<file path="config.mk">
export PLATFORM = sky130hd
export DESIGN_NAME = conv_channel_accumulator_flat
export DESIGN_NICKNAME = d
export VERILOG_FILES = /design/src/rtl/conv_pkg.sv /design/src/rtl/conv_channel_accumulator_if.sv /design/src/rtl/conv_adder_tree_stage.sv /design/src/rtl/conv_channel_accumulator.sv /design/src/flat_wrapper.sv
export SDC_FILE = /design/constraint.sdc
export NUM_CORES = 1
export LEC_CHECK = 0
export BUFFER_PORTS_ARGS = -buffer_cell sky130_fd_sc_hd__buf_2
export CORE_UTILIZATION = 60
export CTS_BUF_LIST = sky130_fd_sc_hd__clkbuf_16
export DETAILED_ROUTE_END_ITERATION = 10
export PLACE_DENSITY = 0.91
export SLEW_MARGIN = 20
export SYNTH_ARGS = -nofsm -noshare
export SYNTH_HDL_FRONTEND = slang
export SYNTH_SLANG_ARGS = --single-unit
</file>
<file path="constraint.sdc">
create_clock -name clk -period 11.9 [get_ports clk]
set_input_delay 1.19 -clock clk [delete_from_list [all_inputs] [get_ports clk]]
set_output_delay 1.19 -clock clk [all_outputs]
set_load 0.01 [all_outputs]
</file>
<file path="src/rtl/conv_pkg.sv">
// ============================================================================
// conv_pkg : shared sizing helpers and saturation bounds for the accumulator
// Rev 1.0
// ============================================================================
`default_nettype none

package conv_pkg;

   function automatic int clog2(input int n);
      int r;
      r = 0;
      for (int i = 0; i < 31; i++) begin
         if ((1 << i) < n) r = i + 1;
      end
      return r;
   endfunction

   function automatic int max_int(input int a, input int b);
      return (a > b) ? a : b;
   endfunction

   // Wide enough for the full channel sum plus bias without overflow.
   function automatic int acc_w(input int in_w, input int num_ch, input int out_w);
      return max_int(in_w + clog2(num_ch), out_w) + 1;
   endfunction

   function automatic longint sat_max(input int out_w);
      return (longint'(1) <<< (out_w - 1)) - 1;
   endfunction

   function automatic longint sat_min(input int out_w);
      return -(longint'(1) <<< (out_w - 1));
   endfunction

   // Operand count at tree level lvl (level 0 is the raw channels).
   function automatic int tree_n(input int num_ch, input int lvl);
      int n;
      n = num_ch;
      for (int i = 0; i < lvl; i++) n = (n + 1) / 2;
      return n;
   endfunction

   // Operand offset of level lvl inside the flattened all-levels tree bus.
   function automatic int tree_off(input int num_ch, input int lvl);
      int s;
      s = 0;
      for (int i = 0; i < lvl; i++) s = s + tree_n(num_ch, i);
      return s;
   endfunction

endpackage

`default_nettype wire

</file>
<file path="src/rtl/conv_channel_accumulator_if.sv">
// ============================================================================
// conv_channel_accumulator_if : input beat / output stream bundle
// Rev 1.0
// ============================================================================
`default_nettype none

interface conv_channel_accumulator_if #(
   parameter int NUM_CH    = 3,
   parameter int IN_WIDTH  = 20,
   parameter int OUT_WIDTH = 22
);
   logic                          clear;
   logic                          in_valid;
   logic                          in_ready;
   logic [NUM_CH*IN_WIDTH-1:0]    in_data;
   logic [OUT_WIDTH-1:0]          bias;
   logic                          relu_en;
   logic                          out_valid;
   logic                          out_ready;
   logic [OUT_WIDTH-1:0]          out_data;
   logic                          out_last;
   logic                          sat_flag;

   modport master (
      output clear, in_valid, in_data, bias, relu_en, out_ready,
      input  in_ready, out_valid, out_data, out_last, sat_flag
   );

   modport slave (
      input  clear, in_valid, in_data, bias, relu_en, out_ready,
      output in_ready, out_valid, out_data, out_last, sat_flag
   );
endinterface

`default_nettype wire

</file>
<file path="src/rtl/conv_adder_tree_stage.sv">
// ============================================================================
// conv_adder_tree_stage : one registered pairwise-add level with sideband
// Rev 1.0
// ============================================================================
`default_nettype none

module conv_adder_tree_stage #(
   parameter  int N_IN   = 3,
   parameter  int W      = 23,
   parameter  int SIDE_W = 23,
   localparam int N_OUT  = (N_IN + 1) / 2
)(
   input  logic                 clk,
   input  logic                 rst,
   input  logic                 clear,
   input  logic                 en,
   input  logic                 in_valid,
   input  logic [N_IN*W-1:0]    in_data,
   input  logic [SIDE_W-1:0]    in_side,
   output logic                 out_valid,
   output logic [N_OUT*W-1:0]   out_data,
   output logic [SIDE_W-1:0]    out_side
);
   logic [N_OUT*W-1:0] w_sum;
   logic               r_valid;
   logic [N_OUT*W-1:0] r_data;
   logic [SIDE_W-1:0]  r_side;

   for (genvar j = 0; j < N_OUT; j++) begin : g_pair
      if (2*j + 1 < N_IN) begin : g_add
         assign w_sum[j*W +: W] = in_data[2*j*W +: W] + in_data[(2*j+1)*W +: W];
      end else begin : g_pass
         // Odd leftover operand rides through so every level has equal latency.
         assign w_sum[j*W +: W] = in_data[2*j*W +: W];
      end
   end

   always_ff @(posedge clk or posedge rst) begin
      if (rst) begin
         r_valid <= 1'b0;
         r_data  <= '0;
         r_side  <= '0;
      end else if (clear) begin
         r_valid <= 1'b0;
      end else if (en) begin
         r_valid <= in_valid;
         r_data  <= w_sum;
         r_side  <= in_side;
      end
   end

   assign out_valid = r_valid;
   assign out_data  = r_data;
   assign out_side  = r_side;
endmodule

`default_nettype wire

</file>
<file path="src/rtl/conv_channel_accumulator.sv">
// ============================================================================
// conv_channel_accumulator : cross-channel adder tree + bias/ReLU/saturate
// Rev 1.0
// ============================================================================
`default_nettype none

module conv_channel_accumulator
   import conv_pkg::*;
#(
   parameter int NUM_CH      = 3,
   parameter int IN_WIDTH    = 20,
   parameter int OUT_WIDTH   = 22,
   parameter int NUM_WINDOWS = 4096
)(
   input  logic                         clk,
   input  logic                         rst,
   conv_channel_accumulator_if.slave    bus
);
   localparam int c_acc_w  = acc_w(IN_WIDTH, NUM_CH, OUT_WIDTH);
   localparam int c_t      = clog2(NUM_CH);
   localparam int c_side_w = OUT_WIDTH + 1;
   localparam int c_tree_w = tree_off(NUM_CH, c_t + 1) * c_acc_w;
   localparam int c_cnt_w  = (NUM_WINDOWS > 1) ? clog2(NUM_WINDOWS) : 1;

   localparam logic signed [c_acc_w-1:0] c_sat_max = c_acc_w'(sat_max(OUT_WIDTH));
   localparam logic signed [c_acc_w-1:0] c_sat_min = c_acc_w'(sat_min(OUT_WIDTH));
   localparam logic [c_cnt_w-1:0]        c_win_last = c_cnt_w'(NUM_WINDOWS - 1);

   logic                      w_adv;
   logic [c_tree_w-1:0]       w_tree;
   logic                      w_lvl_valid [0:c_t];
   logic [c_side_w-1:0]       w_lvl_side  [0:c_t];

   logic signed [c_acc_w-1:0] w_sum;
   logic signed [c_acc_w-1:0] w_bias_ext;
   logic signed [c_acc_w-1:0] w_total;
   logic signed [c_acc_w-1:0] w_relu;
   logic [OUT_WIDTH-1:0]      w_sat;
   logic                      w_clip;
   logic                      w_relu_en;
   logic [OUT_WIDTH-1:0]      w_bias;

   logic                      r_out_valid;
   logic [OUT_WIDTH-1:0]      r_out_data;
   logic                      r_sat_flag;
   logic [c_cnt_w-1:0]        r_win_cnt;

   // Global stall: the whole pipeline moves only when the output slot frees up.
   assign w_adv = !r_out_valid || bus.out_ready;

   for (genvar k = 0; k < NUM_CH; k++) begin : g_chan
      assign w_tree[k*c_acc_w +: c_acc_w] =
         {{(c_acc_w-IN_WIDTH){bus.in_data[k*IN_WIDTH + IN_WIDTH - 1]}},
          bus.in_data[k*IN_WIDTH +: IN_WIDTH]};
   end

   assign w_lvl_valid[0] = bus.in_valid;
   assign w_lvl_side[0]  = {bus.relu_en, bus.bias};

   for (genvar l = 0; l < c_t; l++) begin : g_level
      localparam int c_n_in    = tree_n(NUM_CH, l);
      localparam int c_n_out   = tree_n(NUM_CH, l + 1);
      localparam int c_off_in  = tree_off(NUM_CH, l) * c_acc_w;
      localparam int c_off_out = tree_off(NUM_CH, l + 1) * c_acc_w;

      conv_adder_tree_stage #(
         .N_IN   (c_n_in),
         .W      (c_acc_w),
         .SIDE_W (c_side_w)
      ) u_stage (
         .clk       (clk),
         .rst       (rst),
         .clear     (bus.clear),
         .en        (w_adv),
         .in_valid  (w_lvl_valid[l]),
         .in_data   (w_tree[c_off_in +: c_n_in*c_acc_w]),
         .in_side   (w_lvl_side[l]),
         .out_valid (w_lvl_valid[l+1]),
         .out_data  (w_tree[c_off_out +: c_n_out*c_acc_w]),
         .out_side  (w_lvl_side[l+1])
      );
   end

   assign w_sum     = w_tree[tree_off(NUM_CH, c_t)*c_acc_w +: c_acc_w];
   assign w_relu_en = w_lvl_side[c_t][OUT_WIDTH];
   assign w_bias    = w_lvl_side[c_t][OUT_WIDTH-1:0];

   always_comb begin
      w_bias_ext = {{(c_acc_w-OUT_WIDTH){w_bias[OUT_WIDTH-1]}}, w_bias};
      w_total    = w_sum + w_bias_ext;
      w_relu     = (w_relu_en && w_total[c_acc_w-1]) ? '0 : w_total;
      w_clip     = 1'b0;
      w_sat      = w_relu[OUT_WIDTH-1:0];
      if (w_relu > c_sat_max) begin
         w_sat  = c_sat_max[OUT_WIDTH-1:0];
         w_clip = 1'b1;
      end else if (w_relu < c_sat_min) begin
         w_sat  = c_sat_min[OUT_WIDTH-1:0];
         w_clip = 1'b1;
      end
   end

   always_ff @(posedge clk or posedge rst) begin
      if (rst) begin
         r_out_valid <= 1'b0;
         r_out_data  <= '0;
         r_sat_flag  <= 1'b0;
         r_win_cnt   <= '0;
      end else if (bus.clear) begin
         r_out_valid <= 1'b0;
         r_sat_flag  <= 1'b0;
         r_win_cnt   <= '0;
      end else begin
         if (w_adv) begin
            r_out_valid <= w_lvl_valid[c_t];
            if (w_lvl_valid[c_t]) begin
               r_out_data <= w_sat;
               if (w_clip) r_sat_flag <= 1'b1;
            end
         end
         if (r_out_valid && bus.out_ready) begin
            r_win_cnt <= (r_win_cnt == c_win_last) ? '0 : r_win_cnt + 1'b1;
         end
      end
   end

   assign bus.in_ready  = w_adv;
   assign bus.out_valid = r_out_valid;
   assign bus.out_data  = r_out_data;
   assign bus.out_last  = r_out_valid && (r_win_cnt == c_win_last);
   assign bus.sat_flag  = r_sat_flag;
endmodule

`default_nettype wire
</file>
<file path="src/flat_wrapper.sv">
// flat-port wrapper written by rule: the top's interface ports become plain ports
module conv_channel_accumulator_flat import conv_pkg::*;
#(
   parameter int NUM_CH      = 3,
   parameter int IN_WIDTH    = 20,
   parameter int OUT_WIDTH   = 22,
   parameter int NUM_WINDOWS = 4096
)
  (clk, rst, bus_clear, bus_in_valid, bus_in_data, bus_bias, bus_relu_en, bus_out_ready, bus_in_ready, bus_out_valid, bus_out_data, bus_out_last, bus_sat_flag);
  conv_channel_accumulator_if #(.NUM_CH(NUM_CH), .IN_WIDTH(IN_WIDTH), .OUT_WIDTH(OUT_WIDTH)) bus_i ();
  input  logic clk;
  input  logic rst;
  input wire logic [$bits(bus_i.clear)-1:0] bus_clear;
  input wire logic [$bits(bus_i.in_valid)-1:0] bus_in_valid;
  input wire logic [$bits(bus_i.in_data)-1:0] bus_in_data;
  input wire logic [$bits(bus_i.bias)-1:0] bus_bias;
  input wire logic [$bits(bus_i.relu_en)-1:0] bus_relu_en;
  input wire logic [$bits(bus_i.out_ready)-1:0] bus_out_ready;
  output wire logic [$bits(bus_i.in_ready)-1:0] bus_in_ready;
  output wire logic [$bits(bus_i.out_valid)-1:0] bus_out_valid;
  output wire logic [$bits(bus_i.out_data)-1:0] bus_out_data;
  output wire logic [$bits(bus_i.out_last)-1:0] bus_out_last;
  output wire logic [$bits(bus_i.sat_flag)-1:0] bus_sat_flag;
  assign bus_i.clear = bus_clear;
  assign bus_i.in_valid = bus_in_valid;
  assign bus_i.in_data = bus_in_data;
  assign bus_i.bias = bus_bias;
  assign bus_i.relu_en = bus_relu_en;
  assign bus_i.out_ready = bus_out_ready;
  assign bus_in_ready = bus_i.in_ready;
  assign bus_out_valid = bus_i.out_valid;
  assign bus_out_data = bus_i.out_data;
  assign bus_out_last = bus_i.out_last;
  assign bus_sat_flag = bus_i.sat_flag;
  conv_channel_accumulator #(.NUM_CH(NUM_CH), .IN_WIDTH(IN_WIDTH), .OUT_WIDTH(OUT_WIDTH), .NUM_WINDOWS(NUM_WINDOWS)) u_core (.clk(clk), .rst(rst), .bus(bus_i));
endmodule
</file>
==> impl_metrics.xml, run 1 <==
<?xml version="1.0" encoding="UTF-8"?>
<metrics>
  <group name="run_status">
    <metric name="outcome" unit="">finished, final reports clean</metric>
  </group>
  <group name="drt">
    <metric name="via_count" unit="">7578</metric>
    <metric name="routed_via_density" unit="">5.776</metric>
    <metric name="drt.antenna.violating_nets" unit="">0</metric>
    <metric name="detail_route.drc_violations" unit="">0</metric>
    <metric name="detail_route.iter0.violations" unit="">465</metric>
    <metric name="post_drt_wl_per_cell" unit="um">14.29</metric>
    <metric name="wl" unit="um">18750</metric>
    <metric name="drtPass1Iterations" unit="">5</metric>
  </group>
  <group name="floorplan">
    <metric name="die_height" unit="um">122.5</metric>
    <metric name="design.die.area" unit="mm2">0.01501</metric>
    <metric name="die_width" unit="um">122.5</metric>
    <metric name="floorplan.initialDensity" unit="">0.6204</metric>
    <metric name="fp.coreArea" unit="mm2">0.01404</metric>
    <metric name="boundaryPins" unit="">114</metric>
    <metric name="placementRows" unit="">43</metric>
  </group>
  <group name="sta">
    <metric name="report.final.setup_viol" unit="">0</metric>
    <metric name="layout_setup_ws" unit="ns">8.362</metric>
    <metric name="finalClockSkew" unit="ns">0.007332</metric>
    <metric name="totalNegativeSetupSlack" unit="ns">0</metric>
    <metric name="achievable-frequency" unit="MHz">282.6</metric>
    <metric name="finalMaxSlewViolations" unit="">0</metric>
    <metric name="fin_hold_ws" unit="ns">0.4689</metric>
    <metric name="finalCriticalPeriod" unit="ns">3.538</metric>
    <metric name="worstMarginPinSlew" unit="ns">1.021</metric>
    <metric name="layout_worst_path_cycle_share" unit="">0.2973</metric>
    <metric name="final_hold_viol_count" unit="">0</metric>
    <metric name="rsz0062_at_grt" unit="">no</metric>
    <metric name="timing.slew.headroom" unit="">0.3159</metric>
  </group>
  <group name="setup_path">
    <metric name="critical_path_peak_fanout" unit="">3</metric>
    <metric name="worst_setup_path_start_kind" unit="">input pin</metric>
    <metric name="cp.required" unit="ns">12.21</metric>
    <metric name="crit_type" unit="">input pin to flip-flop</metric>
    <metric name="worst-endpoint-arrival" unit="ns">3.85</metric>
    <metric name="worst_setup_path_end_kind" unit="">flip-flop</metric>
    <metric name="r2r_setup_slk" unit="ns">8.40</metric>
  </group>
  <group name="yosys">
    <metric name="synth_top_area_cell" unit="">sky130_fd_sc_hd__dfrtp_1</metric>
    <metric name="synthDominantCellAreaShare" unit="">0.4251</metric>
    <metric name="yosysMostFrequentCell" unit="">sky130_fd_sc_hd__nand2_1</metric>
    <metric name="synth_enable_flop_cells" unit="">0</metric>
    <metric name="synth_flop_cell" unit="">sky130_fd_sc_hd__dfrtp_1</metric>
    <metric name="async_reset_ff_frac" unit="">1.000</metric>
    <metric name="yosysWarnings" unit="">0</metric>
    <metric name="syn-num-nets" unit="">1173</metric>
    <metric name="synth-seq-area-share" unit="">0.4251</metric>
    <metric name="synthTopCellsByArea" unit="">sky130_fd_sc_hd__dfrtp_1 43%, sky130_fd_sc_hd__nand2_1 12%, sky130_fd_sc_hd__ha_1 9.2%</metric>
    <metric name="postSynthRegisterBits" unit="">148</metric>
    <metric name="syn_inst" unit="">1018</metric>
    <metric name="post_synth_instance_area" unit="mm2">0.008712</metric>
    <metric name="postSynthAreaPerCell" unit="um2">8.558</metric>
    <metric name="post_synth_most_frequent_cells" unit="">279 x sky130_fd_sc_hd__nand2_1, 148 x sky130_fd_sc_hd__dfrtp_1, 75 x sky130_fd_sc_hd__a21oi_1</metric>
    <metric name="synth_cell_type_count" unit="">63</metric>
  </group>
  <group name="global_route">
    <metric name="first_pass_grt_wire_length" unit="um">31110</metric>
    <metric name="initial_antenna_violation_count" unit="">0</metric>
    <metric name="track_usage" unit="">0.2616</metric>
    <metric name="grt_overflow_total" unit="">0</metric>
    <metric name="first_global_vias" unit="">6930</metric>
    <metric name="grt_start_max_net_pins" unit="">92</metric>
  </group>
  <group name="clock_network">
    <metric name="cts_made_buffers" unit="">17</metric>
    <metric name="cts_buffer_depth" unit="">2</metric>
    <metric name="post_cts_buffers" unit="">0</metric>
    <metric name="clkTransAtPathRegs" unit="ns">0.06</metric>
    <metric name="cts.htree.levels" unit="">4</metric>
    <metric name="cts_tree" unit="">done</metric>
    <metric name="clockRootBuffer" unit="">sky130_fd_sc_hd__clkbuf_16</metric>
    <metric name="cts_sinks" unit="">148</metric>
    <metric name="insertion_delay" unit="ns">0.42</metric>
    <metric name="post_cts_hold_buffer_count" unit="">0</metric>
    <metric name="cts.repair.resized" unit="">0</metric>
  </group>
  <group name="layout">
    <metric name="drive_gt1_frac" unit="">0.1449</metric>
    <metric name="final_cell_area" unit="mm2">0.01003</metric>
    <metric name="nets" unit="">1275</metric>
    <metric name="area_growth" unit="%">15.15</metric>
    <metric name="layout.filler_cells" unit="">1034</metric>
    <metric name="diodes" unit="">0</metric>
  </group>
  <group name="pwr">
    <metric name="peak_ir_drop_on_the_vdd_network" unit="V">0.0001380</metric>
    <metric name="power.density" unit="mW/mm2">202.5</metric>
    <metric name="leakagePower" unit="nW">4.991</metric>
  </group>
  <group name="placed_design">
    <metric name="port-buffer-count" unit="">113</metric>
    <metric name="routability_congestion" unit="">0.8918</metric>
    <metric name="placed_area" unit="mm2">0.009419</metric>
    <metric name="placement.setup.worst_slack" unit="ns">8.032</metric>
    <metric name="detailed_place_hpwl" unit="um">13110</metric>
  </group>
  <group name="flow_run">
    <metric name="max_cap_violations" unit="">0</metric>
  </group>
  <group name="min_path">
    <metric name="class_of_the_tightest_hold_or_removal_check" unit="">flip-flop to flip-flop</metric>
  </group>
</metrics>
cell usage in the layout (no fill, tap or decap), types with 12 or more instances in the layout:
| master | count |
|---|---|
| sky130_fd_sc_hd__clkbuf_16 | 17 |
| sky130_fd_sc_hd__buf_2 | 113 |
| sky130_fd_sc_hd__a21oi_1 | 75 |
| sky130_fd_sc_hd__ha_1 | 64 |
| sky130_fd_sc_hd__dfrtp_1 | 148 |
| sky130_fd_sc_hd__nor2_1 | 56 |
| sky130_fd_sc_hd__o21ai_0 | 62 |
| sky130_fd_sc_hd__nor2b_1 | 13 |
| sky130_fd_sc_hd__inv_1 | 32 |
| sky130_fd_sc_hd__o21ai_1 | 26 |
| sky130_fd_sc_hd__nand2_1 | 278 |
| sky130_fd_sc_hd__nor3_1 | 15 |
| sky130_fd_sc_hd__xnor2_1 | 23 |
| sky130_fd_sc_hd__a21o_1 | 12 |
| sky130_fd_sc_hd__xor2_1 | 29 |
sequential cells by signal, indices dropped and copies added, names as in the netlist:
name,cells
u_core.g_level.u_stage.out_side,46
u_core.bus.out_data,22
u_core.bus.out_valid,1
u_core.bus.sat_flag,1
u_core.g_level.u_stage.out_valid,2
u_core.g_level.u_stage.out_data,64
u_core.r_win_cnt,12
report_power, final:
part | internal (mW) | switching (mW)
registers | 0.614 | 0.0741
clock network | 0.348 | 0.207
logic | 0.331 | 0.458
total | 1.29 | 0.739
per-stage QoR:
step,utilization,cells,total power [mW]
after floorplan,-,1018,1.275
after global placement,0.6708,1281,1.436
after detailed placement,0.6708,1281,1.461
after CTS,0.7144,1312,2.029
after global routing,0.7144,1312,2.160
final,0.7144,1312,2.031
path summary, 6_finish.rpt:
check                      cells after the start                                          startpoint                                                  to
setup / recovery                              12                                      bus_in_data[0]  u_core.g_level[0].u_stage.out_data[22]$_DFFE_PP0P_
hold / removal                                 2   u_core.g_level[0].u_stage.out_side[9]$_DFFE_PP0P_   u_core.g_level[1].u_stage.out_side[9]$_DFFE_PP0P_
setup reg to reg                              10  u_core.g_level[1].u_stage.out_data[13]$_DFFE_PP0P_                 u_core.bus.out_data[11]$_DFFE_PP0P_
hold reg to reg                                2   u_core.g_level[0].u_stage.out_side[9]$_DFFE_PP0P_   u_core.g_level[1].u_stage.out_side[9]$_DFFE_PP0P_
max in group asynchronous                      3                                                 rst   u_core.g_level[1].u_stage.out_side[1]$_DFFE_PP0P_
min in group asynchronous                      2                                                 rst  u_core.g_level[0].u_stage.out_side[20]$_DFFE_PP0P_
kinds of logic (layout without fill, tap and decap cells):
kind of cell,after synthesis,in the layout,share of synthesized area
xor+xnor,53,53,0.05414
buf+inv,67,181,0.03002
mux,2,2,0.002298
flops,148,148,0.4251
simple gates,423,423,0.2065
fa+ha+maj,67,67,0.09881
compound gates,258,258,0.1831
cell type report:
| class | count | area (um2) | share of cell area |
|---|---|---|---|
| clock buffers | 17 | 425.4 | 0.04240 |
| clock inverters | 14 | 187.7 | 0.01871 |
| inverters | 32 | 125.1 | 0.01247 |
| multi-input cells | 803 | 4762 | 0.4747 |
| flip-flops and latches | 148 | 3704 | 0.3692 |
| well taps | 180 | 225.2 | 0.02245 |
| repair buffers | 118 | 603.1 | 0.06011 |
critical path: stages:
cell                       delay (ns)
sky130_fd_sc_hd__buf_2           0.08
sky130_fd_sc_hd__ha_1            0.16
sky130_fd_sc_hd__inv_1           0.06
sky130_fd_sc_hd__fa_1            0.39
sky130_fd_sc_hd__nor2b_1         0.13
sky130_fd_sc_hd__o21ai_1         0.11
sky130_fd_sc_hd__a211oi_1        0.45
sky130_fd_sc_hd__o221ai_2        0.22
sky130_fd_sc_hd__o31ai_1         0.42
sky130_fd_sc_hd__o41ai_2         0.14
sky130_fd_sc_hd__o2111a_1        0.24
sky130_fd_sc_hd__a211o_1         0.26
per-layer routing:
layer / GRT usage / vias to the layer above / part of all wire
met2: 0.4287 / 214 / 0.47
met3: 0.04879 / 35 / 0.050
met5: 0 / - / 0
met1: 0.3435 / 3596 / 0.46
li1: - / 3733 / -
met4: 0.1021 / 0 / 0.022
(Power assumes the default switching activity.)
==> run 2: changes to the inputs <==
- ABC_AREA: not set -> 1
- CORE_UTILIZATION: 60 -> 59
- PLACE_DENSITY: 0.91 -> 0.9
- clock period: 11.9 -> 3.5 ns (I/O delays scaled with it)
==> run 2 against run 1 <==
Non-clock buffer count is 2 higher. Register-to-register slack got worse by 7.9 ns. Cell area is 6.3% higher. Sequential share of layout area shrank 2.2 points. Setup slack worse by 7.9 ns. Critical path depth increased by 5. Highest routed layer unchanged. Die area grew 8.5%. Area after synthesis is 6.8% higher. Flip-flop and latch count unchanged.
==> impl_metrics.xml, run 2 <==
<?xml version="1.0" encoding="UTF-8"?>
<metrics>
  <group name="sta">
    <metric name="layout_setup_ws" unit="ns">0.4813</metric>
    <metric name="timing.slew.headroom" unit="">0.3862</metric>
    <metric name="final_hold_viol_count" unit="">0</metric>
    <metric name="totalNegativeSetupSlack" unit="ns">0</metric>
    <metric name="report.final.setup_viol" unit="">0</metric>
    <metric name="achievable-frequency" unit="MHz">331.3</metric>
    <metric name="layout_worst_path_cycle_share" unit="">0.8625</metric>
    <metric name="finalCriticalPeriod" unit="ns">3.019</metric>
    <metric name="finalClockSkew" unit="ns">0.009117</metric>
    <metric name="rsz0062_at_grt" unit="">no</metric>
    <metric name="worstMarginPinSlew" unit="ns">0.9207</metric>
    <metric name="finalMaxSlewViolations" unit="">0</metric>
  </group>
  <group name="global_route">
    <metric name="grt_start_max_net_pins" unit="">103</metric>
    <metric name="initial_antenna_violation_count" unit="">0</metric>
    <metric name="grt_overflow_total" unit="">0</metric>
    <metric name="global_route.usage.met3" unit="">0.04229</metric>
    <metric name="first_pass_grt_wire_length" unit="um">35740</metric>
    <metric name="grt_util_met1" unit="">0.3514</metric>
    <metric name="first_global_vias" unit="">7883</metric>
    <metric name="met2_usage" unit="">0.4696</metric>
    <metric name="grt_most_used_layer" unit="">met2</metric>
    <metric name="track_usage" unit="">0.2758</metric>
  </group>
  <group name="floorplan">
    <metric name="placementRows" unit="">45</metric>
    <metric name="floorplan.initialDensity" unit="">0.6075</metric>
    <metric name="boundaryPins" unit="">114</metric>
    <metric name="fp.coreArea" unit="mm2">0.01531</metric>
    <metric name="design.die.area" unit="mm2">0.01628</metric>
    <metric name="die_width" unit="um">127.6</metric>
    <metric name="die_height" unit="um">127.6</metric>
  </group>
  <group name="yosys">
    <metric name="synth.area.mux_share" unit="">0</metric>
    <metric name="postSynthAreaPerCell" unit="um2">7.449</metric>
    <metric name="synth_flop_cell" unit="">sky130_fd_sc_hd__dfrtp_1</metric>
    <metric name="synth-seq-area-share" unit="">0.3981</metric>
    <metric name="post_synth_xor_area_fraction" unit="">0.01681</metric>
    <metric name="yosysWarnings" unit="">0</metric>
    <metric name="synthTopCellsByArea" unit="">sky130_fd_sc_hd__dfrtp_1 40%, sky130_fd_sc_hd__nand2_1 16%, sky130_fd_sc_hd__ha_1 8.6%</metric>
    <metric name="synthDominantCellAreaShare" unit="">0.3981</metric>
    <metric name="post_synth_most_frequent_cells" unit="">403 x sky130_fd_sc_hd__nand2_1, 148 x sky130_fd_sc_hd__dfrtp_1, 125 x sky130_fd_sc_hd__inv_1</metric>
    <metric name="synth_top_area_cell" unit="">sky130_fd_sc_hd__dfrtp_1</metric>
    <metric name="combinational_family_with_the_most_area_after_synthesis" unit="">simple AND/OR/NAND/NOR gates</metric>
    <metric name="complex_gate_fraction_of_the_synthesized_area" unit="">0.1452</metric>
    <metric name="yosysMostFrequentCell" unit="">sky130_fd_sc_hd__nand2_1</metric>
    <metric name="synth_simple_gate_area_share" unit="">0.2805</metric>
    <metric name="synth_enable_flop_cells" unit="">0</metric>
    <metric name="post_synth_fa_ha_maj_area_fraction" unit="">0.09252</metric>
    <metric name="async_reset_ff_frac" unit="">1.000</metric>
    <metric name="synth_cell_type_count" unit="">44</metric>
    <metric name="syn-num-nets" unit="">1404</metric>
    <metric name="post_synth_instance_area" unit="mm2">0.009304</metric>
    <metric name="postSynthRegisterBits" unit="">148</metric>
    <metric name="syn_inst" unit="">1249</metric>
  </group>
  <group name="pwr">
    <metric name="peak_ir_drop_on_the_vdd_network" unit="V">0.0004488</metric>
    <metric name="totalPowerFinal" unit="mW">7.004</metric>
    <metric name="power.density" unit="mW/mm2">656.6</metric>
    <metric name="leakagePower" unit="nW">5.529</metric>
  </group>
  <group name="drt">
    <metric name="wl" unit="um">21090</metric>
    <metric name="drt.antenna.violating_nets" unit="">0</metric>
    <metric name="via_count" unit="">8476</metric>
    <metric name="routed_via_density" unit="">5.375</metric>
    <metric name="drtPass1Iterations" unit="">7</metric>
    <metric name="detail_route.drc_violations" unit="">0</metric>
    <metric name="detail_route.iter0.violations" unit="">631</metric>
    <metric name="post_drt_wl_per_cell" unit="um">13.37</metric>
  </group>
  <group name="clock_network">
    <metric name="cts_tree" unit="">done</metric>
    <metric name="clockRootBuffer" unit="">sky130_fd_sc_hd__clkbuf_16</metric>
    <metric name="post_cts_buffers" unit="">0</metric>
    <metric name="cts.repair.resized" unit="">0</metric>
    <metric name="post_cts_hold_buffer_count" unit="">1</metric>
    <metric name="cts_buffer_depth" unit="">2</metric>
    <metric name="clkTransAtPathRegs" unit="ns">0.06</metric>
    <metric name="cts_made_buffers" unit="">17</metric>
    <metric name="cts_sinks" unit="">148</metric>
    <metric name="insertion_delay" unit="ns">0.43</metric>
    <metric name="cts.htree.levels" unit="">4</metric>
  </group>
  <group name="setup_path">
    <metric name="r2r_setup_slk" unit="ns">0.48</metric>
    <metric name="crit_type" unit="">flip-flop to flip-flop</metric>
    <metric name="worst_setup_path_start_kind" unit="">flip-flop</metric>
    <metric name="timing.rr.end" unit="">u_core.bus.sat_flag$_DFFE_PP0P_</metric>
    <metric name="worst_setup_path_end_kind" unit="">flip-flop</metric>
    <metric name="worst-endpoint-arrival" unit="ns">3.34</metric>
    <metric name="timing.rr.start" unit="">u_core.g_level[1].u_stage.out_side[17]$_DFFE_PP0P_</metric>
    <metric name="cp.required" unit="ns">3.82</metric>
    <metric name="critical_path_peak_fanout" unit="">25</metric>
    <metric name="register_to_register_path_depth" unit="">17</metric>
  </group>
  <group name="placed_design">
    <metric name="placed_area" unit="mm2">0.01006</metric>
    <metric name="routability_congestion" unit="">0.9376</metric>
    <metric name="detailed_place_hpwl" unit="um">15720</metric>
    <metric name="port-buffer-count" unit="">113</metric>
    <metric name="placement.setup.worst_slack" unit="ns">0.5308</metric>
  </group>
  <group name="layout">
    <metric name="layout.filler_cells" unit="">1254</metric>
    <metric name="nets" unit="">1508</metric>
    <metric name="drive_gt1_frac" unit="">0.1464</metric>
    <metric name="layout.cells.most_common" unit="">sky130_fd_sc_hd__nand2_1</metric>
    <metric name="area_growth" unit="%">14.65</metric>
    <metric name="diodes" unit="">0</metric>
    <metric name="largest_reg_flops" unit="">64</metric>
    <metric name="final_cell_area" unit="mm2">0.01067</metric>
    <metric name="mostFrequentLayoutCells" unit="">402 x sky130_fd_sc_hd__nand2_1, 148 x sky130_fd_sc_hd__dfrtp_1, 125 x sky130_fd_sc_hd__inv_1</metric>
  </group>
  <group name="min_path">
    <metric name="class_of_the_tightest_hold_or_removal_check" unit="">input pin to flip-flop</metric>
    <metric name="hp-start" unit="">bus_bias[15]</metric>
    <metric name="holdPathEnd" unit="">u_core.g_level[0].u_stage.out_side[15]$_DFFE_PP0P_</metric>
    <metric name="min_delay_path_depth" unit="">3</metric>
  </group>
  <group name="flow_run">
    <metric name="max_cap_violations" unit="">0</metric>
  </group>
  <group name="run_status">
    <metric name="outcome" unit="">finished, final reports clean</metric>
  </group>
</metrics>
[run 2: worst max-delay path by stage]
stage	endpoint	slack, ns	from
floorplan	u_core.bus.out_data[13]$_DFFE_PP0P_	1.08	u_core.g_level[1].u_stage.out_data[0]$_DFFE_PP0P_
global placement	u_core.bus.sat_flag$_DFFE_PP0P_	0.52	u_core.g_level[1].u_stage.out_side[17]$_DFFE_PP0P_
detailed placement	u_core.bus.sat_flag$_DFFE_PP0P_	0.53	u_core.g_level[1].u_stage.out_side[0]$_DFFE_PP0P_
CTS	u_core.bus.sat_flag$_DFFE_PP0P_	0.50	u_core.g_level[1].u_stage.out_data[0]$_DFFE_PP0P_
global route	u_core.bus.sat_flag$_DFFE_PP0P_	0.11	u_core.g_level[1].u_stage.out_data[0]$_DFFE_PP0P_
finish	u_core.bus.sat_flag$_DFFE_PP0P_	0.48	u_core.g_level[1].u_stage.out_side[17]$_DFFE_PP0P_
[run 2: final cells by class]
| type | instances | area (um2) | area share |
|---|---|---|---|
| sequential | 148 | 3704 | 0.3472 |
| timing repair buffer | 120 | 645.6 | 0.06053 |
| multi-input combinational | 940 | 4984 | 0.4672 |
| clock inverter | 15 | 166.4 | 0.01560 |
| tap | 211 | 264.0 | 0.02475 |
| clock buffer | 17 | 425.4 | 0.03988 |
| inverter | 126 | 478.0 | 0.04481 |
[run 2: power breakdown]
group / total [mW] / internal [mW] / switching [mW] / leakage [nW]
clock: 1.82 / 1.11 / 0.713 / 0.293
sequential: 2.27 / 2.06 / 0.213 / 1.78
combinational: 2.90 / 1.05 / 1.85 / 3.45
[run 2: cell families (layout without fill, tap and decap cells)]
family | Yosys count | after routing
AO/OA/AOI/OAI | 233 | 233
XOR/XNOR | 17 | 17
adder cells (fa/ha/maj) | 67 | 67
buffers and inverters | 161 | 278
flip-flops | 148 | 148
AND/OR/NAND/NOR | 623 | 623
[run 2: worst max-delay path: stages, from the launching register on]
cell,delay [ns]
sky130_fd_sc_hd__dfrtp_1,0.40
sky130_fd_sc_hd__ha_1,0.37
sky130_fd_sc_hd__a21oi_1,0.27
sky130_fd_sc_hd__nand2_1,0.11
sky130_fd_sc_hd__a21oi_1,0.20
sky130_fd_sc_hd__nand4_1,0.20
sky130_fd_sc_hd__nand3_4,0.29
sky130_fd_sc_hd__nand2_2,0.08
sky130_fd_sc_hd__inv_2,0.06
sky130_fd_sc_hd__nand2_1,0.05
sky130_fd_sc_hd__nor2_2,0.10
sky130_fd_sc_hd__nand3_1,0.08
sky130_fd_sc_hd__nand2_1,0.06
sky130_fd_sc_hd__inv_1,0.04
sky130_fd_sc_hd__nand2_2,0.37
sky130_fd_sc_hd__nand2_1,0.09
sky130_fd_sc_hd__nand2_1,0.07
sky130_fd_sc_hd__a21oi_1,0.05
[run 2: per-layer routing]
| metal | vias to the layer above | wire length (um) |
|---|---|---|
| met5 | - | 0 |
| met3 | 53 | 899 |
| met2 | 259 | 9961 |
| met1 | 3825 | 9634 |
| li1 | 4339 | - |
| met4 | 0 | 589 |
[run 2: metrics by stage]
stage               utilization  hold WS, ns  instances
floorplan                     -       0.4131       1249
global placement         0.6572       0.2920       1544
detailed placement       0.6572       0.2888       1544
CTS                      0.6965      0.09637       1577
global route             0.6965       0.1135       1577
finish                   0.6965       0.1055       1577
==> run 3: changes to the inputs <==
- CORE_UTILIZATION: 59 -> 54
- PLACE_DENSITY: 0.9 -> 0.87
- clock period: 3.5 -> 2.7 ns (I/O delays scaled with it)
==> run 3 against run 2 <==
The flow now finishes with violations (setup timing). Sequential share of layout area fell by 1.8 points. Combinational power rose by 57%. Largest cell class unchanged. Count of clock-buffer cells in the layout did not move. Sequential power rose by 34%. Critical path type unchanged. Final cell count rose by 1.3%. Total power rose by 42%. Critical path depth did not move. First-iteration DRC count fell by 8.2%. Largest power group unchanged. Global-route usage fell by 1.4 points. Die area rose by 9.1%.
==> impl_metrics.xml, run 3 (synthesized netlist as in run 2, its figures left out) <==
<?xml version="1.0" encoding="UTF-8"?>
<metrics>
  <group name="global_route">
    <metric name="grt_start_max_net_pins" unit="">100</metric>
    <metric name="initial_antenna_violation_count" unit="">0</metric>
    <metric name="first_pass_grt_wire_length" unit="um">37730</metric>
    <metric name="first_global_vias" unit="">8309</metric>
    <metric name="track_usage" unit="">0.2619</metric>
    <metric name="grt_overflow_total" unit="">0</metric>
  </group>
  <group name="setup_path">
    <metric name="worst-endpoint-arrival" unit="ns">3.00</metric>
    <metric name="critical_path_peak_fanout" unit="">5</metric>
    <metric name="register_to_register_path_depth" unit="">17</metric>
    <metric name="crit_type" unit="">flip-flop to flip-flop</metric>
    <metric name="startpoint" unit="">u_core.g_level[1].u_stage.out_data[0]$_DFFE_PP0P_</metric>
    <metric name="worst_setup_path_start_kind" unit="">flip-flop</metric>
    <metric name="worst_setup_path_end_kind" unit="">flip-flop</metric>
    <metric name="timing.rr.start" unit="">u_core.g_level[1].u_stage.out_data[0]$_DFFE_PP0P_</metric>
    <metric name="cp.required" unit="ns">3.00</metric>
  </group>
  <group name="drt">
    <metric name="detail_route.iter0.violations" unit="">579</metric>
    <metric name="dr_wl_met2" unit="um">11460</metric>
    <metric name="wl" unit="um">23500</metric>
    <metric name="post_drt_wl_per_cell" unit="um">14.71</metric>
    <metric name="total_length_of_routed_met3_wires" unit="um">1134</metric>
    <metric name="drtPass1Iterations" unit="">5</metric>
    <metric name="detail_route.drc_violations" unit="">0</metric>
    <metric name="drt.antenna.violating_nets" unit="">0</metric>
    <metric name="route.layer.met1.wl" unit="um">10230</metric>
    <metric name="routed_via_density" unit="">5.538</metric>
    <metric name="topRoutingLayerUsed" unit="">met4</metric>
    <metric name="via_count" unit="">8850</metric>
  </group>
  <group name="pwr">
    <metric name="leakagePower" unit="nW">5.639</metric>
    <metric name="switching_power" unit="mW">3.984</metric>
    <metric name="clock_power_share" unit="">0.239</metric>
    <metric name="comb_power_share" unit="">0.456</metric>
    <metric name="peak_ir_drop_on_the_vdd_network" unit="V">0.0007029</metric>
    <metric name="power.share.sequential" unit="">0.305</metric>
    <metric name="cell_internal_pwr" unit="mW">5.974</metric>
    <metric name="power.density" unit="mW/mm2">885.5</metric>
    <metric name="switching_share" unit="">0.4001</metric>
  </group>
  <group name="sta">
    <metric name="layout_worst_path_cycle_share" unit="">1.001</metric>
    <metric name="final_hold_viol_count" unit="">0</metric>
    <metric name="rsz0062_at_grt" unit="">yes</metric>
    <metric name="finalMaxSlewViolations" unit="">0</metric>
    <metric name="achievable-frequency" unit="MHz">370.1</metric>
    <metric name="fin_hold_ws" unit="ns">0.02851</metric>
    <metric name="report.final.setup_viol" unit="">1</metric>
    <metric name="finalCriticalPeriod" unit="ns">2.702</metric>
    <metric name="layout_setup_ws" unit="ns">-0.001857</metric>
    <metric name="worstMarginPinSlew" unit="ns">0.9582</metric>
    <metric name="timing.slew.headroom" unit="">0.3599</metric>
    <metric name="finalClockSkew" unit="ns">0.007104</metric>
  </group>
  <group name="floorplan">
    <metric name="design.die.area" unit="mm2">0.01776</metric>
    <metric name="floorplan.initialDensity" unit="">0.5571</metric>
    <metric name="fp.coreArea" unit="mm2">0.01670</metric>
    <metric name="die_width" unit="um">133.3</metric>
    <metric name="placementRows" unit="">47</metric>
    <metric name="boundaryPins" unit="">114</metric>
    <metric name="die_height" unit="um">133.3</metric>
  </group>
  <group name="layout">
    <metric name="diodes" unit="">0</metric>
    <metric name="mostFrequentLayoutCells" unit="">387 x sky130_fd_sc_hd__nand2_1, 148 x sky130_fd_sc_hd__dfrtp_1, 121 x sky130_fd_sc_hd__inv_1</metric>
    <metric name="layout.cells.most_common" unit="">sky130_fd_sc_hd__nand2_1</metric>
    <metric name="nets" unit="">1522</metric>
    <metric name="finalNonFillerCells" unit="">1598</metric>
    <metric name="area_growth" unit="%">20.88</metric>
    <metric name="drive_gt1_frac" unit="">0.1981</metric>
    <metric name="largest_reg_flops" unit="">64</metric>
    <metric name="share_of_the_core_filled_with_cells" unit="">0.6734</metric>
  </group>
  <group name="placed_design">
    <metric name="detailed_place_hpwl" unit="um">16280</metric>
    <metric name="placement.setup.worst_slack" unit="ns">-0.06038</metric>
    <metric name="placed_cells_incl_taps" unit="">1562</metric>
    <metric name="routability_congestion" unit="">0.9554</metric>
    <metric name="port-buffer-count" unit="">113</metric>
  </group>
  <group name="clock_network">
    <metric name="insertion_delay" unit="ns">0.43</metric>
    <metric name="post_cts_hold_buffer_count" unit="">0</metric>
    <metric name="cts_made_buffers" unit="">17</metric>
    <metric name="cts_sinks" unit="">148</metric>
    <metric name="cts.htree.levels" unit="">4</metric>
    <metric name="cts_buffer_depth" unit="">2</metric>
    <metric name="cts_tree" unit="">done</metric>
    <metric name="clkTransAtPathRegs" unit="ns">0.06</metric>
    <metric name="clockRootBuffer" unit="">sky130_fd_sc_hd__clkbuf_16</metric>
  </group>
  <group name="flow_run">
    <metric name="max_cap_violations" unit="">0</metric>
  </group>
  <group name="min_path">
    <metric name="hp-start" unit="">bus_bias[16]</metric>
    <metric name="min_delay_path_depth" unit="">3</metric>
    <metric name="class_of_the_tightest_hold_or_removal_check" unit="">input pin to flip-flop</metric>
  </group>
  <group name="run_status">
    <metric name="outcome" unit="">finished with violations</metric>
    <metric name="violations_in_the_final_reports" unit="">setup timing</metric>
  </group>
</metrics>
## run 3: power by group through the flow
| stage | Combinational [mW] | Sequential, mW | Clock, mW |
|---|---|---|---|
| after global placement | 3.75 | 2.96 | 0 |
| after detailed placement | 3.83 | 2.98 | 0 |
| after global routing | 5.01 | 3.08 | 2.50 |
| after floorplan | 2.79 | 2.99 | 0 |
| after CTS | 4.00 | 2.96 | 2.41 |
| final | 4.54 | 3.04 | 2.38 |
## run 3: metal layers
metal,vias to the layer above,global-route usage
li1,4355,-
met3,51,0.03957
met1,4130,0.3337
met2,314,0.4552
met5,-,0
met4,0,0.08712
## run 3: worst max-delay path: stages (launching register included)
cell	delay [ns]
sky130_fd_sc_hd__dfrtp_1	0.37
sky130_fd_sc_hd__ha_2	0.20
sky130_fd_sc_hd__inv_2	0.04
sky130_fd_sc_hd__fa_2	0.37
sky130_fd_sc_hd__inv_2	0.10
sky130_fd_sc_hd__nand3_2	0.07
sky130_fd_sc_hd__nand3_2	0.09
sky130_fd_sc_hd__nand2_2	0.07
sky130_fd_sc_hd__nand2_4	0.09
sky130_fd_sc_hd__xor2_1	0.30
sky130_fd_sc_hd__nand3_1	0.14
sky130_fd_sc_hd__nor2_2	0.14
sky130_fd_sc_hd__nand3_1	0.10
sky130_fd_sc_hd__nand2_1	0.10
sky130_fd_sc_hd__inv_2	0.05
sky130_fd_sc_hd__nand2_4	0.12
sky130_fd_sc_hd__clkbuf_16	0.16
sky130_fd_sc_hd__a31oi_1	0.07
## run 3: per-stage QoR
stage                     total power [mW]   TNS [ns]  instance area (um2)
after floorplan                      5.775          0                 9308
after global placement               6.703   -0.03559                10180
after detailed placement             6.808    -0.5902                10180
after CTS                            9.375          0                10860
after global routing                 10.60     -1.644                11250
final                                9.959  -0.001857                11250
## run 3: layout make-up
class | instances | area (um2)
Multi-Input combinational cell | 940 | 5380
Sequential cell | 148 | 3704
Inverter | 126 | 478.0
Clock buffer | 17 | 425.4
Clock inverter | 13 | 161.4
Timing Repair Buffer | 134 | 823.3
Tap cell | 220 | 275.3
Fill cell | 1292 | 5454
## run 3: timing repair
item / CTS / global route
hold endpoints to repair: 0 / 0
setup endpoints to repair: 21 / 24
resized for setup: 14 / 64
setup buffers: 0 / 4
cloned: 1 / 1
pin swaps: 0 / 20
## run 3: path summary, 6_finish.rpt
path	slack [ns]	to
min in group asynchronous	0.04	u_core.bus.out_data[4]$_DFFE_PP0P_
min reg2reg	0.48	u_core.g_level[1].u_stage.out_side[19]$_DFFE_PP0P_
min	0.03	u_core.g_level[0].u_stage.out_side[16]$_DFFE_PP0P_
max reg2reg	-0.002	u_core.bus.out_data[20]$_DFFE_PP0P_
max in group asynchronous	1.91	u_core.g_level[0].u_stage.out_data[10]$_DFFE_PP0P_
max	-0.002	u_core.bus.out_data[20]$_DFFE_PP0P_
